==> config.mk <==
export PLATFORM = sky130hd
export DESIGN_NAME = secded_decoder
export DESIGN_NICKNAME = d
export VERILOG_FILES = /design/src/rtl/secded_pkg.sv /design/src/rtl/secded_syndrome.sv /design/src/rtl/secded_decoder.sv
export SDC_FILE = /design/constraint.sdc
export NUM_CORES = 1
export LEC_CHECK = 0
export CORE_MARGIN = 10
export CORE_UTILIZATION = 30
export CTS_CLUSTER_DIAMETER = 50
export DETAILED_ROUTE_END_ITERATION = 12
export PLACE_DENSITY_LB_ADDON = 0.05
export SKIP_CTS_REPAIR_TIMING = 1
export SYNTH_ARGS = -nofsm -noshare
export SYNTH_HDL_FRONTEND = slang
export SYNTH_SLANG_ARGS = --single-unit
==> constraint.sdc <==
create_clock -name CLK -period 5.3 [get_ports CLK]
set_clock_uncertainty 0.15 [all_clocks]
set_input_delay 1.06 -clock CLK [delete_from_list [all_inputs] [get_ports CLK]]
set_output_delay 1.06 -clock CLK [all_outputs]
set_load 0.01 [all_outputs]
==> src/rtl/secded_pkg.sv <==
// SECDED (72,64) shared definitions: H matrix columns and syndrome helpers.
// Used by both the encoder and the decoder so the matrix exists exactly once.
package secded_pkg;

    localparam int DATA_W = 64;
    localparam int CHK_W  = 8;
    localparam int CW_W   = 72;

    // Distinct odd-weight (3 or 5) columns; never one-hot, never zero.
    localparam logic [CHK_W-1:0] H_COL [DATA_W] = '{
        8'h23, 8'h43, 8'h07, 8'h0B, 8'h0D, 8'h0E, 8'h13, 8'h15,
        8'h16, 8'h19, 8'h1A, 8'h1C, 8'h25, 8'h26, 8'h29, 8'h2A,
        8'h2C, 8'h31, 8'h32, 8'h34, 8'h38, 8'h45, 8'h46, 8'h49,
        8'h4A, 8'h4C, 8'h51, 8'h52, 8'h54, 8'h58, 8'h61, 8'h62,
        8'h64, 8'h68, 8'h70, 8'h83, 8'h85, 8'h86, 8'h89, 8'h8A,
        8'h8C, 8'h91, 8'h92, 8'h94, 8'h98, 8'hA1, 8'hA2, 8'hA4,
        8'hA8, 8'hB0, 8'hC1, 8'hC2, 8'hC4, 8'hC8, 8'hD0, 8'hE0,
        8'h1F, 8'h2F, 8'h37, 8'h3B, 8'h3D, 8'h3E, 8'h4F, 8'h57
    };

    function automatic logic [CHK_W-1:0] calc_syndrome(
        input logic [CW_W-1:0] cw
    );
        logic [CHK_W-1:0] s;
        s = cw[CW_W-1:DATA_W];
        for (int k = 0; k < DATA_W; k++) begin
            if (cw[k]) s = s ^ H_COL[k];
        end
        return s;
    endfunction

    function automatic logic [3:0] popcount8(
        input logic [CHK_W-1:0] v
    );
        logic [3:0] n;
        n = '0;
        for (int i = 0; i < CHK_W; i++) begin
            n = n + {3'd0, v[i]};
        end
        return n;
    endfunction

    function automatic logic is_odd(input logic [CHK_W-1:0] v);
        return ^v;
    endfunction

endpackage

==> src/rtl/secded_syndrome.sv <==
// Combinational 72->8 syndrome generator.
// Check bit j contributes a one-hot column, data bits use H_COL.
module secded_syndrome
    import secded_pkg::*;
(
    input  logic [CW_W-1:0]  cw,
    output logic [CHK_W-1:0] syn
);

    assign syn = calc_syndrome(cw);

endmodule

==> src/rtl/secded_decoder.sv <==
// Two-stage (72,64) SECDED decoder with saturating SBE/DBE counters.
// Optional first-error log enabled by defining SECDED_ERR_LOG_EN.
module secded_decoder
    import secded_pkg::*;
#(
    parameter int CNT_W = 16
)
(
    input  logic              CLK,
    input  logic              RST_N,
    input  logic              E_VALID,
    input  logic [CW_W-1:0]   E_DATA,
    output logic              D_VALID,
    output logic [DATA_W-1:0] D_DATA,
    output logic [CHK_W-1:0]  SYNDROME,
    output logic              SBE,
    output logic              DBE,
    input  logic              CNT_CLR,
    output logic [CNT_W-1:0]  SBE_CNT,
    output logic [CNT_W-1:0]  DBE_CNT
`ifdef SECDED_ERR_LOG_EN
    ,
    input  logic              LOG_CLR,
    output logic              LOG_VALID,
    output logic              LOG_DBE,
    output logic [CHK_W-1:0]  LOG_SYNDROME
`endif
);

    logic [CHK_W-1:0]  s0;
    logic              v1;
    logic [DATA_W-1:0] d1;
    logic [CHK_W-1:0]  s1;
    logic [DATA_W-1:0] fix;
    logic              hit;
    logic              onehot;
    logic              sbe_n;
    logic              dbe_n;

    secded_syndrome u_syn (
        .cw  (E_DATA),
        .syn (s0)
    );

    // Stage 1: capture data, syndrome and valid.
    always_ff @(posedge CLK or negedge RST_N) begin
        if (!RST_N) begin
            v1 <= 1'b0;
            d1 <= '0;
            s1 <= '0;
        end else begin
            v1 <= E_VALID;
            d1 <= E_DATA[DATA_W-1:0];
            s1 <= s0;
        end
    end

    // Classify the stage-1 syndrome and build the correction mask.
    always_comb begin
        fix = '0;
        hit = 1'b0;
        for (int k = 0; k < DATA_W; k++) begin
            if (H_COL[k] == s1) begin
                fix[k] = 1'b1;
                hit    = 1'b1;
            end
        end
        onehot = (popcount8(s1) == 4'd1);
        sbe_n  = is_odd(s1) && (hit || onehot);
        dbe_n  = (s1 != '0) && !sbe_n;
    end

    // Stage 2: corrected data and flags; data/syndrome hold when idle.
    always_ff @(posedge CLK or negedge RST_N) begin
        if (!RST_N) begin
            D_VALID  <= 1'b0;
            D_DATA   <= '0;
            SYNDROME <= '0;
            SBE      <= 1'b0;
            DBE      <= 1'b0;
        end else begin
            D_VALID <= v1;
            SBE     <= v1 && sbe_n;
            DBE     <= v1 && dbe_n;
            if (v1) begin
                D_DATA   <= d1 ^ fix;
                SYNDROME <= s1;
            end
        end
    end

    // Saturating error counters; clear beats a same-cycle increment.
    always_ff @(posedge CLK or negedge RST_N) begin
        if (!RST_N) begin
            SBE_CNT <= '0;
            DBE_CNT <= '0;
        end else if (CNT_CLR) begin
            SBE_CNT <= '0;
            DBE_CNT <= '0;
        end else begin
            if (v1 && sbe_n && (SBE_CNT != '1))
                SBE_CNT <= SBE_CNT + 1'b1;
            if (v1 && dbe_n && (DBE_CNT != '1))
                DBE_CNT <= DBE_CNT + 1'b1;
        end
    end

`ifdef SECDED_ERR_LOG_EN
    // First-error log; held until cleared, clear beats a new error.
    always_ff @(posedge CLK or negedge RST_N) begin
        if (!RST_N) begin
            LOG_VALID    <= 1'b0;
            LOG_DBE      <= 1'b0;
            LOG_SYNDROME <= '0;
        end else if (LOG_CLR) begin
            LOG_VALID    <= 1'b0;
            LOG_DBE      <= 1'b0;
            LOG_SYNDROME <= '0;
        end else if (!LOG_VALID && v1 && (sbe_n || dbe_n)) begin
            LOG_VALID    <= 1'b1;
            LOG_DBE      <= dbe_n;
            LOG_SYNDROME <= s1;
        end
    end
`endif

endmodule

* Yosys cells after proc, flatten, opt, wreduce, memory -nomap -nowiden
Cells that the tools add are included.
** Storage, ports and cells
- Register bits after elaboration :: 180
- Input port bits :: 76
- Output and inout bits :: 107
- Logic and storage cells :: 358
** Operators by class
- Mux-type cells :: 195
- Bitwise logic cells :: 65
- $add $sub $neg :: 9
- Reductions and logical operators :: 12
- Equality and inequality tests :: 67
** Operators with widths (count)
- $eq 8x8->1 const A :: 21
- $mux 8 :: 21
- $not 3->3 :: 56
- $eq 7x8->1 const A :: 17
- $mux 1 :: 127
- $eq 6x8->1 const A :: 15
- $mux 7 :: 17
- $mux 6 :: 15
- $mux 16 :: 4
- $xor 64x64->64 :: 1
- $eq 5x8->1 const A :: 7
- $not 5->5 :: 8
- $mux 5 :: 7
- $add 16x1->16 const B :: 2
- $ne 16x16->1 const B :: 2
- $eq 4x8->1 const A :: 3
- $add 4x1->4 :: 4
- $mux 4 :: 3
- $eq 3x8->1 const A :: 1
- $reduce_bool 8->1 :: 1
- $reduce_xor 8->1 :: 1
- $logic_and 1x1->1 :: 6
- $add 3x1->4 :: 1
- $eq 4x1->1 const B :: 1
- other kinds (6) :: 7

* Longest topological paths before layout
- Depth after elaboration :: 128
- Depth in mapped cells :: 14
- Gate-level depth less buffers :: 14

* Hierarchy
A second synthesis with hierarchy kept.
** Unflattened totals
- Cells, all modules :: 897
- Area, all modules :: 9567.9 um2
** Modules (own cells, without submodules)
- secded_decoder :: instances 1, area an instance 8141.6 um2, seq. area each 4504.3 um2, cells each 775
- secded_syndrome :: instances 1, area an instance 1426.4 um2, seq. area each 0.0 um2, cells each 122

* Least setup slack after synthesis
Ideal clock, no wire load.
- Kind :: register to register
- Start :: reg s1[0]
- End :: reg SBE_CNT[12]
- Arrival time :: 4229 ps
- Setup time :: 127 ps
- Slack :: 794 ps
- Required time :: 5023 ps
- Clock period less this slack :: 4506 ps
- Path buffers :: 0
- Stages on the path, launching flop included :: 15
- Path through :: dfrtp_1 fa_1 inv_1 fa_1 fa_1 inv_1 ha_1 fa_1 and3_1 o21ai_0 nand4b_1 o311ai_2 nor3_1 and3_1 mux2_1
** On the way
- Cells in the longest elaborated chain, start to end :: 70
- Elaborated cells on any way between the ends :: 142
- Those cells by class :: add/sub: 7; eq/ne: 65; mux: 64; reduce/logical: 6
** Ends and longest elaborated chain
- start, declared :: line secded_decoder.sv:33 : logic [CHK_W-1:0] s1;
- start signal, assigned :: line secded_decoder.sv:50 : s1 <= '0;
- start signal, assigned :: line secded_decoder.sv:54 : s1 <= s0;
- $eq 6x8->1 :: line secded_decoder.sv:63 : if (H_COL[k] == s1) begin
- $mux 1 (64 in a row) :: line secded_decoder.sv:63
- $logic_or 1x1->1 :: line secded_decoder.sv:69 : sbe_n = is_odd(s1) && (hit || onehot);
- $logic_and 1x1->1 * :: line secded_decoder.sv:69
- $logic_and 1x1->1 * (2 in a row) :: line secded_decoder.sv:101 : if (v1 && sbe_n && (SBE_CNT != '1))
- $reduce_bool 2->1 (no line) *
- end signal, assigned :: line secded_decoder.sv:102 : SBE_CNT <= SBE_CNT + 1'b1;
- end, declared :: line secded_decoder.sv:19 : output logic [CNT_W-1:0] SBE_CNT,
Every way passes the cells marked *; elsewhere a longest branch is shown, timed or not.
A chain may end at the register's enable or synchronous reset.

* Final worst setup path
- Start :: reg s1[0]
- End :: reg DBE_CNT[10]
** On the way
- Cells in the longest elaborated chain, start to end :: 72
- Elaborated cells on any way between the ends :: 145
- Those cells by class :: add/sub: 7; eq/ne: 65; mux: 64; reduce/logical: 9
** Ends and longest elaborated chain
- $eq 6x8->1 :: line secded_decoder.sv:63
- $mux 1 (64 in a row) :: line secded_decoder.sv:63
- $logic_or 1x1->1 :: line secded_decoder.sv:69
- $logic_and 1x1->1 :: line secded_decoder.sv:69
- $logic_not 1->1 :: line secded_decoder.sv:70 : dbe_n = (s1 != '0) && !sbe_n;
- $logic_and 1x1->1 * :: line secded_decoder.sv:70
- $logic_and 1x1->1 * (2 in a row) :: line secded_decoder.sv:103 : if (v1 && dbe_n && (DBE_CNT != '1))
- $reduce_bool 2->1 (no line) *
- end signal, assigned :: line secded_decoder.sv:104 : DBE_CNT <= DBE_CNT + 1'b1;
- end, declared :: line secded_decoder.sv:20 : output logic [CNT_W-1:0] DBE_CNT
Marks and branches as above.

==> impl_metrics.py <==
metrics = {
    "status": {
        "outcome": "finished, final reports clean",
    },
    "yosys": {
        "synth.area.top_cells": "dfrtp_1 (48%), xnor2_1 (13%), xor2_1 (7.6%)",
        "syn_inst": 913,
        "synth_common_cells": "dfrtp_1 (180), xnor2_1 (140), nor2_1 (96), a21oi_1 (82), xor2_1 (81)",
        "yosys.cell_count.top_type": "dfrtp_1",
        "dominantRegCellSynth": "dfrtp_1",
        "synth_edf_count": 0,
        "syn_area_sq_um": 9375,
        "ys_seq_area_frac": 0.4804,
        "synth-seq-cells": 180,
        "synth_top_cell_area_share": 0.4804,
        "avgSynthCellArea_sq_um": 10.27,
        "synthesis.nets": 1016,
        "post-synth-top-area-cell": "dfrtp_1",
        "ys_types": 53,
        "async_flop_share": 1.000,
        "yosysWarnings": 0,
    },
    "detailed_routing": {
        "antenna_left": 0,
        "drc_errors": 0,
        "drt-initial-drc-count": 402,
        "routed_via_density": 4.793,
        "wl_per_cell_um": 21.29,
        "routed_wl_um": 31660,
        "dr.pass1.iters": 5,
        "vias": 7127,
    },
    "cells_and_area": {
        "fillerInstances": 3108,
        "multiInputGateArea_sq_um": 4561,
        "drive_gt1_frac": 0.06158,
        "fin_nets": 1178,
        "ff_latch_area_sq_um": 4508,
        "post-route-util": 0.3971,
        "syn2layout_area_growth_pct": 30.23,
    },
    "clocking": {
        "numCtsBuffers": 17,
        "cts_max_level": 4,
        "cts_tree": "built",
        "clkLatencyLatePin_ns": 0.44,
        "cts_root_buffer": "clkbuf_16",
        "numClockSinks": 180,
        "cts.path.max_buffers": 2,
        "clkSlewWorstSetupHoldPaths_ns": 0.07,
    },
    "place": {
        "dp_hpwl_um": 23320,
        "pre_cts_ws_ns": 0.5650,
        "place_congestion": 0.8013,
        "portBuffers": 182,
    },
    "global_routing": {
        "overflow": 0,
        "grt_usage": 0.1655,
        "antenna_found_initial": 6,
        "grt_pass1_wl_um": 48620,
        "grt_max_degree": 97,
        "grt_pass1_vias": 7586,
    },
    "timing": {
        "slew_violations": 0,
        "max_freq_ghz": 0.2101,
        "worstMarginPinSlew_ns": 1.119,
        "hold_viol": 0,
        "fin_ws_ns": 0.5406,
        "setup_viol": 0,
        "fin_crit_sh": 0.8980,
        "hold_ws_ns": 0.3559,
        "rsz0062_at_grt": "false",
        "layout_min_cycle_time_ns": 4.759,
        "slew_headroom": 0.2542,
        "fin_setup_tns_ns": 0,
    },
    "worst_hold_path": {
        "hp-class": "register to register",
    },
    "power_and_ir_drop": {
        "power_density_nw_per_um2": 457.6,
        "p_leak_nw": 4.686,
        "ir_worst_vdd_v": 0.0002912,
    },
    "worst_setup_path": {
        "cp.arrival_ns": 4.94,
        "crit_fanout": 6,
        "end_kind": "register",
        "slowest_delay_ns": 0.55,
        "path_buf_inv": 2,
        "cp_slowest_cell": "fa_1",
        "critPathKind": "register to register",
        "cp.required_ns": 5.48,
        "crit_chain": "fa_1, inv_1, fa_1, fa_1, inv_1, ha_1, fa_1, and3_1, o21ai_0, nand4b_1, o41ai_4, nand3_1, nor2_1, mux2_2",
        "critPathMostFrequentCell": "fa_1",
        "startpoint_type": "register",
        "critical_path.top_delay_family": "adder cells",
    },
    "floorplanning": {
        "ios": 183,
        "dieHeight_um": 196.8,
        "rows": 64,
        "die_w_um": 196.8,
        "start_util": 0.3049,
        "die_area_sq_um": 38720,
        "core-area_sq_um": 30750,
    },
    "job": {
        "drv_cap": 0,
    },
}
through the flow:
step | instances | power (mW) | instance area, sq um
finish | 1487 | 5.587 | 12210
global route | 1484 | 5.965 | 12200
CTS | 1484 | 5.650 | 12200
detailed placement | 1452 | 4.288 | 11600
global placement | 1452 | 4.288 | 11600
floorplan | 913 | 3.303 | 9375
final timing paths:
| kind | cells after the start | start | endpoint | slack (ns) |
|---|---|---|---|---|
| min in group asynchronous | 1 | RST_N | D_DATA[27] | 0.56 |
| worst min-delay path | 1 | SYNDROME[2] | SYNDROME[2] | 0.36 |
| worst max register to register | 14 | s1[0] | DBE_CNT[10] | 0.54 |
| max in group asynchronous | 2 | RST_N | d1[3] | 3.45 |
| worst max-delay path | 14 | s1[0] | DBE_CNT[10] | 0.54 |
| worst min register to register | 1 | SYNDROME[2] | SYNDROME[2] | 0.36 |
flip-flops by register name (all words and copies together), names as in the netlist:
| name | count |
|---|---|
| DBE | 1 |
| DBE_CNT | 16 |
| D_DATA | 64 |
| D_VALID | 1 |
| SBE | 1 |
| SBE_CNT | 16 |
| SYNDROME | 8 |
| d1 | 64 |
| s1 | 8 |
| v1 | 1 |
report_power, final:
part | internal, mW | switching (mW) | leakage, nW | total (mW)
logic | 1.02 | 1.55 | 2.26 | 2.57
clock network | 0.732 | 0.607 | 0.290 | 1.34
registers | 1.54 | 0.135 | 2.14 | 1.67
cell type report:
cell class,instances,area share
antenna,3,0.0006149
clock buffer,20,0.03741
clock inverter,12,0.01179
inverter,23,0.007071
multi-input combinational,656,0.3735
sequential,180,0.3692
tap,396,0.04058
timing repair buffer,197,0.1598
kinds of logic after synthesis:
group	share of synthesized area
AOI/OAI and AO/OA	0.08582
xor gates and xnor gates	0.2065
muxes	0.01548
and+or+nand+nor	0.1395
adders and majority gates	0.03924
buffers and inverters	0.03310
DFF	0.4804
metal layers:
metal	GRT usage	vias to the layer above	part of all wire
met4	0.03332	4	0.010
met5	0	-	0.00085
met3	0.04804	25	0.056
met1	0.2187	3482	0.46
met2	0.2639	182	0.47
li1	-	3434	-
cell usage in the layout (no fill, tap or decap), types with 17 or more instances in the layout:
| cell type | synthesis | final |
|---|---|---|
| a21oi_1 | 82 | 82 |
| clkbuf_16 | 0 | 17 |
| clkdlybuf4s50_1 | 0 | 181 |
| dfrtp_1 | 180 | 179 |
| ha_1 | 23 | 23 |
| inv_1 | 23 | 23 |
| nand2_1 | 33 | 33 |
| nand3_1 | 25 | 25 |
| nand4_1 | 53 | 53 |
| nor2_1 | 96 | 96 |
| xnor2_1 | 140 | 140 |
| xor2_1 | 81 | 81 |
Note: power is estimated with default switching activity, not from simulation.
